**config.mk**
```make
export PLATFORM = sky130hd
export DESIGN_NAME = bcd_counter_chain
export DESIGN_NICKNAME = d
export VERILOG_FILES = /design/src/rtl/bcd_counter_chain.sv
export SDC_FILE = /design/constraint.sdc
export NUM_CORES = 1
export LEC_CHECK = 0
export CAP_MARGIN = 25
export CORE_MARGIN = 1.5
export CORE_UTILIZATION = 37
export CTS_CLUSTER_DIAMETER = 40
export DETAILED_ROUTE_END_ITERATION = 10
export PLACE_DENSITY = 0.69
export SYNTH_ARGS = -nofsm -noshare
export SYNTH_HDL_FRONTEND = slang
export SYNTH_SLANG_ARGS = --single-unit
export TNS_END_PERCENT = 10
```
**constraint.sdc**
```tcl
create_clock -name clk -period 5.7 [get_ports clk]
set_clock_uncertainty 0.2 [all_clocks]
set_input_delay 1.14 -clock clk [delete_from_list [all_inputs] [get_ports clk]]
set_output_delay 1.14 -clock clk [all_outputs]
set_load 0.02 [all_outputs]
```
**src/rtl/bcd_counter_chain.sv**
```systemverilog
// Synchronous cascade of modulo-MODULUS digits with up/down count, parallel load and set/clear pairs.
// Optional saturating mode: define BCD_COUNTER_CHAIN_SAT_EN to hold at the terminal state instead of wrapping.
module bcd_counter_chain #(
   parameter int unsigned DIGITS  = 4,
   parameter int unsigned MODULUS = 10
) (
   input  logic                  clk,
   input  logic                  rst_n,
   input  logic                  r0_1,
   input  logic                  r0_2,
   input  logic                  r9_1,
   input  logic                  r9_2,
   input  logic                  load,
   input  logic [4*DIGITS-1:0]   load_val,
   input  logic                  en,
   input  logic                  up_dn,
   output logic [4*DIGITS-1:0]   count,
   output logic                  carry_out
);

   localparam logic [3:0] MAXV = 4'(MODULUS - 1);
   localparam logic [4:0] MOD5 = 5'(MODULUS);

   logic [4*DIGITS-1:0] r_count;
   logic [4*DIGITS-1:0] w_next;
   logic [DIGITS:0]     w_low_max;
   logic [DIGITS:0]     w_low_zero;
   logic                w_acc_max;
   logic                w_acc_zero;
   logic                w_set;
   logic                w_clr;
   logic                w_en;
   logic                w_terminal;
   logic                w_step_ok;
   logic [3:0]          w_dig;
   logic [3:0]          w_fld;

   assign w_set = r9_1 & r9_2;
   assign w_clr = r0_1 & r0_2;
   assign w_en  = en & rst_n;

   // w_low_max[k]: digits 0..k-1 all at MODULUS-1; index DIGITS is the whole chain
   always_comb begin
      w_low_max  = '0;
      w_low_zero = '0;
      w_acc_max  = 1'b1;
      w_acc_zero = 1'b1;
      for (int unsigned k = 0; k < DIGITS; k++) begin
         w_low_max[k]  = w_acc_max;
         w_low_zero[k] = w_acc_zero;
         w_acc_max     = w_acc_max  & (r_count[4*k +: 4] == MAXV);
         w_acc_zero    = w_acc_zero & (r_count[4*k +: 4] == 4'd0);
      end
      w_low_max[DIGITS]  = w_acc_max;
      w_low_zero[DIGITS] = w_acc_zero;
   end

   assign w_terminal = up_dn ? w_low_max[DIGITS] : w_low_zero[DIGITS];
   assign carry_out  = w_en & w_terminal;

`ifdef BCD_COUNTER_CHAIN_SAT_EN
   assign w_step_ok = ~w_terminal;
`else
   assign w_step_ok = 1'b1;
`endif

   always_comb begin
      w_next = r_count;
      w_dig  = '0;
      w_fld  = '0;
      if (w_set) begin
         for (int unsigned k = 0; k < DIGITS; k++) begin
            w_next[4*k +: 4] = MAXV;
         end
      end else if (w_clr) begin
         w_next = '0;
      end else if (load) begin
         for (int unsigned k = 0; k < DIGITS; k++) begin
            w_fld            = load_val[4*k +: 4];
            w_next[4*k +: 4] = ({1'b0, w_fld} >= MOD5) ? MAXV : w_fld;
         end
      end else if (w_en && w_step_ok) begin
         for (int unsigned k = 0; k < DIGITS; k++) begin
            w_dig = r_count[4*k +: 4];
            if (up_dn && w_low_max[k]) begin
               w_next[4*k +: 4] = (w_dig == MAXV) ? 4'd0 : w_dig + 4'd1;
            end else if (!up_dn && w_low_zero[k]) begin
               w_next[4*k +: 4] = (w_dig == 4'd0) ? MAXV : w_dig - 4'd1;
            end
         end
      end
   end

   always_ff @(posedge clk) begin
      if (!rst_n) begin
         r_count <= '0;
      end else begin
         r_count <= w_next;
      end
   end

   assign count = r_count;

endmodule

```
# --- Word-level counts from Yosys, hierarchy flattened ---
# Cells that the tools add are included.
totals:
  regBits: 16
  in_bits: 25
  output_inout_bits: 17
  wordCells: 85
classes:
  add_sub_neg: 8
  n_lt_le_gt_ge: 4
  n_eq_ne: 4
  muxes: 24
  n_bitwise: 11
  reduce_logical: 26
op_table:
  columns: ["op", "count"]
  rows:
  - ["$mux W4", 19]
  - ["$mux W16", 4]
  - ["$add A4 B1 Y4 const B", 4]
  - ["$eq A4 B4 Y1 const B", 4]
  - ["$ge A4 B4 Y1 const B", 4]
  - ["$logic_not A4 Y1", 4]
  - ["$sub A4 B1 Y4 const B", 4]
  - ["$reduce_bool A5 Y1", 3]
  - ["$reduce_and A2 Y1", 6]
  - ["$and A1 B1 Y1", 10]
  - ["$reduce_bool A3 Y1", 3]
  - ["$logic_and A1 B1 Y1", 6]
  - ["$reduce_bool A4 Y1", 1]
  - ["$reduce_or A3 Y1", 1]
  - ["$reduce_bool A2 Y1", 1]
  - ["$logic_not A1 Y1", 1]
  - ["$mux W1", 1]
  - ["$not A1 Y1", 1]

# --- Logic depth before layout (Yosys ltp) ---
# Gate-level depths: netlist of run 1.
logic_depth:
  word_depth: 10
  mapped_depth: 7
  ltp_nobuf: 5

# --- Worst setup path before layout of run 1 ---
# No wires, ideal clock.
synth_path:
  path_kind: "input to output"
  from: "input port up_dn"
  to: "output port carry_out"
  t_arrival_ns: 2.887
  t_required_ns: 4.360
  slack_ns: 1.473
  path_stages: 6
  n_path_buf: 1
  cell_sequence: "clkbuf_1 -> nor4_1 -> and4_1 -> nand2_1 -> o22a_1 -> nor4_1"
synth_between:
  elab_chain_cells: 2
synth_rtl:
  columns: ["item", "line", "rtl"]
  rows:
  - ["start, declared", "16", "input logic up_dn,"]
  - ["$mux W1", "58", "assign w_terminal = up_dn ? w_low_max[DIGITS] : w_low_zero[DIGITS];"]
  - ["$and A1 B1 Y1", "59", "assign carry_out = w_en & w_terminal;"]
  - ["end, declared", "18", "output logic carry_out"]
# Every way passes these cells.

# --- Worst setup path in the final report of run 1 ---
# Ends and elaborated chain as after synthesis.

==> results of run 1 <==
[power by group through the flow]
stage	Combinational, µW	Sequential (µW)	Clock, µW
finish	128	142	89.2
global route	141	145	93.3
detailed placement	127	144	0
global placement	127	144	0
floorplan	86.1	136	0
CTS	128	142	89.7
[metrics by stage]
stage                     std cells  hold slack (ns)
after floorplan                 236            0.471
after global placement          309            0.438
after detailed placement        309            0.430
after CTS                       312            0.448
after global routing            312            0.504
final                           312            0.449
[cell type report]
class,count,area (µm²)
clock buffers,3,41.3
fillers,457,2240
inverters,8,30.0
multi-input cells,191,1210
flip-flops and latches,16,320
well taps,52,65.1
repair buffers,42,418
[critical path, stage by stage]
cell             delay (ns)
clkdlybuf4s50_1        0.56
nor4_1                 0.25
buf_4                  0.18
and4_1                 0.25
nand2_1                0.08
o22a_1                 0.20
nor4_1                 0.20
clkdlybuf4s50_1        0.66
[Yosys cell counts (all sizes together) (6+ instances only)]
cell type | instances | area (µm²)
nor4 | 6 | 37.5
inv | 8 | 30.0
o21ai | 9 | 45.0
clkbuf | 17 | 63.8
nand3 | 13 | 65.1
nor2 | 17 | 63.8
o21a | 7 | 52.6
nor3 | 8 | 45.0
a21oi | 18 | 90.1
nand2 | 23 | 86.3
dfxtp | 16 | 320
[cells by family (layout without fill, tap and decap cells)]
logic type / count (synthesis) / after routing / share of synthesized area
AO/OA/AOI/OAI: 76 / 76 / 0.327
flip-flops: 16 / 16 / 0.195
buffers and inverters: 29 / 53 / 0.0677
AND/OR/NAND/NOR: 102 / 102 / 0.336
multiplexers: 6 / 6 / 0.0373
XOR/XNOR: 7 / 7 / 0.0373
[how the worst min path moves through the flow]
stage	from	endpoint	slack, ns	cells past startpoint
after CTS	count[15]	count[15]	0.45	2
after global routing	count[13]	count[13]	0.50	2
final	count[15]	count[15]	0.45	2
after detailed placement	count[15]	count[15]	0.43	2
after global placement	count[9]	count[9]	0.44	2
after floorplan	count[9]	count[9]	0.47	2
[metal layers]
metal | track usage | wire, µm | up-vias
met3 | 0.0233 | 242 | 2
met2 | 0.333 | 2170 | 54
li1 | - | - | 955
met5 | 0 | 0 | -
met4 | 0.0385 | 21 | 0
met1 | 0.257 | 2220 | 853
[layout by cell type, fill, tap and decap left out, drive strengths merged, types with 2 or more instances in the layout]
| master | n |
|---|---|
| clkdlybuf4s50 | 41 |
| nand2 | 23 |
| a21oi | 18 |
| nor2 | 17 |
| dfxtp | 16 |
| nand3 | 13 |
| o21ai | 9 |
| inv | 8 |
| nor3 | 8 |
| o21a | 7 |
| nor4 | 6 |
| and3 | 5 |
| mux2i | 5 |
| o211ai | 5 |
| nand3b | 5 |
| and2 | 4 |
| or4 | 4 |
| nor2b | 4 |
| a31oi | 4 |
| xor2 | 4 |
| o31ai | 4 |
| nor4bb | 3 |
| nand4 | 3 |
| o31a | 3 |
| o2111ai | 3 |
| o311ai | 3 |
| xnor2 | 3 |
| clkbuf | 3 |
| and4 | 2 |
| a21boi | 2 |
| o32ai | 2 |
| a2111oi | 2 |
==> metrics.cfg, run 1 <==
[sta]
slew_viol_final = 0
fin_crit_ns = 4.86
setup_ws_ns = 0.840
setup_tns_ns = 0
setup_viol = 0
rsz0062_at_grt = no
slew-limit-headroom = 0.391
worstMarginPinSlew_ns = 0.910
post-route-period-util = 0.853
finalHoldViolCount = 0
fmax_ghz = 0.206

[clock_network]
cts_buffers = 3
clockBufferDepth = 2
h-tree-depth = 1
cts_sinks = 16
cts_hold_buffers = 0
cts.repair.resized = 0
clock_latency_ns = 0.25
root_buffer = clkbuf_8
clkTransAtPathRegs_ns = 0.07
postCtsSetupBuffers = 0
cts_tree = done

[placement]
io_buffer_count = 41
dp_hpwl_um = 3360
place_area_mm2 = 0.00205
place.gp.congestion = 0.889
dp_slack_ns = 0.890

[die]
pin_count = 42
start_util = 0.380
coreArea_mm2 = 0.00432
dieArea_mm2 = 0.00486
die_w_um = 69.7
die_h_um = 69.7
rows = 24

[drt]
drc = 0
drtAntennaViolNets = 0
via_per_inst = 5.97
wire_per_inst_um = 14.9
drt_iter0_drc = 123
routed_wl_um = 4650
first_pass_iters = 4
dr_total_vias = 1864

[synthesis]
netlist_instances = 236
yosys_register_bits = 16
synth_edf_count = 0
syn-num-nets = 261
synth_area_mm2 = 0.00165
yosysWarnings = 0
ys_seq_area_frac = 0.195
syn_area_per_cell_um2 = 6.97
synthArstFlopShare = 0
ys.flop_type = dfxtp_1
synth_cell_types = 55

[setup_path]
crit_fanout = 9
rr_startpoint = count[4]
worst_ep_required_time_ns = 4.36
endpoint = carry_out
critical_path_class = in -> out
cp-start-kind = primary input
rr_worst_depth = 5
cp-end-kind = output pin
rr_endpoint = count[14]
crit_start = up_dn
reg2reg_slack_ns = 3.02
critical_path_arrival_ns = 3.52

[finish]
syn2layout_area_growth_pct = 26.9
diodes = 0
largest_reg_flops = 16
post-route-cell-area_mm2 = 0.00209
final_util = 0.483
drive_gt1_frac = 0.0308
layout.nets = 287

[global_route]
grt_max_degree = 24
first_global_vias = 1728
globalRouteOverflowTotal = 0
grt_pass1_wl_um = 7890
grt_usage = 0.192
antenna_found_initial = 0

[job]
drv_cap = 0

[power_and_ir_drop]
p_sw_frac = 0.359
clockPowerShare = 0.248
p_per_area_mw_per_mm2 = 172
peakVddDrop_v = 0.0000864
internal-power_uw = 230
power_frac_seq = 0.395
switchingPower_uw = 129
power_leakage_uw = 0.000704
combPwrFrac = 0.357
total_power_uw = 360

[run_status]
status = complete, no violations

[min_path]
min_path_type = reg -> reg

Power figures use the tool's default switching activity.
==> run 2: changes to the inputs <==
Settings changed: ABC_AREA set to 1, CAP_MARGIN 25 to 10, PLACE_DENSITY 0.69 to 0.7.
==> run 2 against run 1 <==
- first-iteration DRC count decreased by 3.3%
- flip-flop and latch count did not move
- area after synthesis fell by 2.5%
- largest cell class unchanged
- fmax grew 8.0%
==> metrics.cfg, run 2 <==
[run_status]
status = complete, no violations

[global_route]
antenna_found_initial = 0
grt_usage = 0.196
grt_max_degree = 26
globalRouteOverflowTotal = 0
first_global_vias = 1511
grt_pass1_wl_um = 7020

[setup_path]
cp_common_cell = clkdlybuf4s50_1
critPathMaxStageDelay_ns = 0.67
rr_worst_depth = 7
critical_path_arrival_ns = 3.16
worstPathCellList = clkdlybuf4s50_1, nand2_4, nor2_8, nand3_4, inv_2, nand2_1, a21oi_1, clkdlybuf4s50_1
rr_startpoint = count[0]
rr_endpoint = count[5]
slowest_stage = clkdlybuf4s50_1
cp-end-kind = output pin
reg2reg_slack_ns = 3.94
cp-start-kind = primary input
crit_fanout = 7
critical_path_class = in -> out
worst_ep_required_time_ns = 4.36

[finish]
largest_reg_flops = 16
syn2layout_area_growth_pct = 29.9
fillers = 446
diodes = 0
drive_gt1_frac = 0.121
layout.nets = 342
layout_common_cells = 84 x nand2_1, 41 x clkdlybuf4s50_1, 33 x nor2_1
final_common_cell = nand2_1

[synthesis]
netlist_instances = 277
ys_seq_area_frac = 0.200
synth_area_leader_cell = dfxtp_1
yosysWarnings = 0
synthTopCellsByCount = 84 x nand2_1, 33 x nor2_1, 20 x inv_1, 20 x o21ai_0, 19 x nand3_1
synthArstFlopShare = 0
synth_area_mm2 = 0.00160
synth_edf_count = 0
synth_most_common_cell = nand2_1
ys.flop_type = dfxtp_1
synth_top_area_share = 0.200
synthTopCellsByArea = dfxtp_1 20%, nand2_1 20%, nor2_1 7.7%
yosys_register_bits = 16
synth_cell_types = 33
syn_area_per_cell_um2 = 5.79
syn-num-nets = 302

[drt]
wire_per_inst_um = 11.6
drtAntennaViolNets = 0
via_per_inst = 4.99
dr_total_vias = 1823
routed_wl_um = 4240
first_pass_iters = 4
drc = 0
drt_iter0_drc = 119

[sta]
fin_crit_ns = 4.50
rsz0062_at_grt = no
holdWs_ns = 0.355
setup_viol = 0
setup_tns_ns = 0
post-route-period-util = 0.789
slew-limit-headroom = 0.693
slew_viol_final = 0
fmax_ghz = 0.222
finalHoldViolCount = 0
setup_ws_ns = 1.20
worstMarginPinSlew_ns = 0.460

[clock_network]
cts_sinks = 16
root_buffer = clkbuf_8
cts_hold_buffers = 0
h-tree-depth = 1
postCtsSetupBuffers = 0
clockBufferDepth = 2
clock_latency_ns = 0.26
cts_tree = done
cts.repair.resized = 0
cts_buffers = 3
clkTransAtPathRegs_ns = 0.07

[die]
rows = 23
dieArea_mm2 = 0.00474
start_util = 0.393
pin_count = 42
die_w_um = 68.8
coreArea_mm2 = 0.00409
die_h_um = 68.8

[min_path]
min_to = count[12]
hold_start = count[12]
hold_depth = 2
min_path_type = reg -> reg

[placement]
dp_slack_ns = 1.20
dp_hpwl_um = 3360
place.gp.congestion = 0.867
io_buffer_count = 41

[job]
drv_cap = 0

[power_and_ir_drop]
power_leakage_uw = 0.000967
peakVddDrop_v = 0.000117
p_per_area_mw_per_mm2 = 190

## run 2: cell types whose count changed after synthesis, sizes merged, moves of 10 or more
cell / delta
o21ai: +16
nand3: +10
clkbuf: -16
inv: +20
nand2: +72
nor2: +25
## run 2: worst max-delay path, delay by kind of cell
kind / cells / cell delay [ns]
simple gates: 4 / 0.47
buf+inv: 3 / 1.39
compound gates: 1 / 0.17
## run 2: per-stage QoR
step           instance area (µm²)  utilization  total power [µW]  std cells
3_5_place_dp                  2040        0.500               307        362
5_1_grt                       2080        0.510               426        365
3_3_place_gp                  2040        0.500               307        362
4_1_cts                       2080        0.510               397        365
2_1_floorplan                 1600            -               250        277
6_report                      2080        0.510               395        365
## run 2: cells by family (layout without fill, tap and decap cells)
family	count (synthesis)	count (layout)	share of synthesized area
AND/OR/NAND/NOR	167	167	0.496
AO/OA/AOI/OAI	56	56	0.195
buffers and inverters	34	72	0.0874
flip-flops	16	16	0.200
XOR/XNOR	4	4	0.0218
## run 2: layout make-up
class / count / area, µm² / share of cell area
timing repair buffer: 41 / 410 / 0.197
inverter: 28 / 105 / 0.0505
clock buffer: 3 / 41.3 / 0.0198
tap: 50 / 62.6 / 0.0300
multi-input combinational: 227 / 1140 / 0.549
sequential: 16 / 320 / 0.154
## run 2: layer usage
layer | GRT usage | up-vias | part of all wire
li1 | - | 982 | -
met1 | 0.287 | 798 | 0.51
met2 | 0.304 | 39 | 0.45
met3 | 0.0341 | 4 | 0.032
met4 | 0.0294 | 0 | 0.0071
met5 | 0 | - | 0
## run 2: how the worst max path moves through the flow
stage,slack [ns],depth (start not counted),to,start
finish,1.20,8,carry_out,up_dn
global route,1.08,8,carry_out,up_dn
CTS,1.20,8,carry_out,up_dn
detailed placement,1.20,8,carry_out,up_dn
global placement,1.22,8,carry_out,up_dn
floorplan,2.42,6,carry_out,up_dn
## run 2: report_power, final
part           switching (µW)  total, µW  internal (µW)
Sequential               19.1        141            121
Combinational            92.2        164           71.7
Clock                    43.4       90.4           47.0
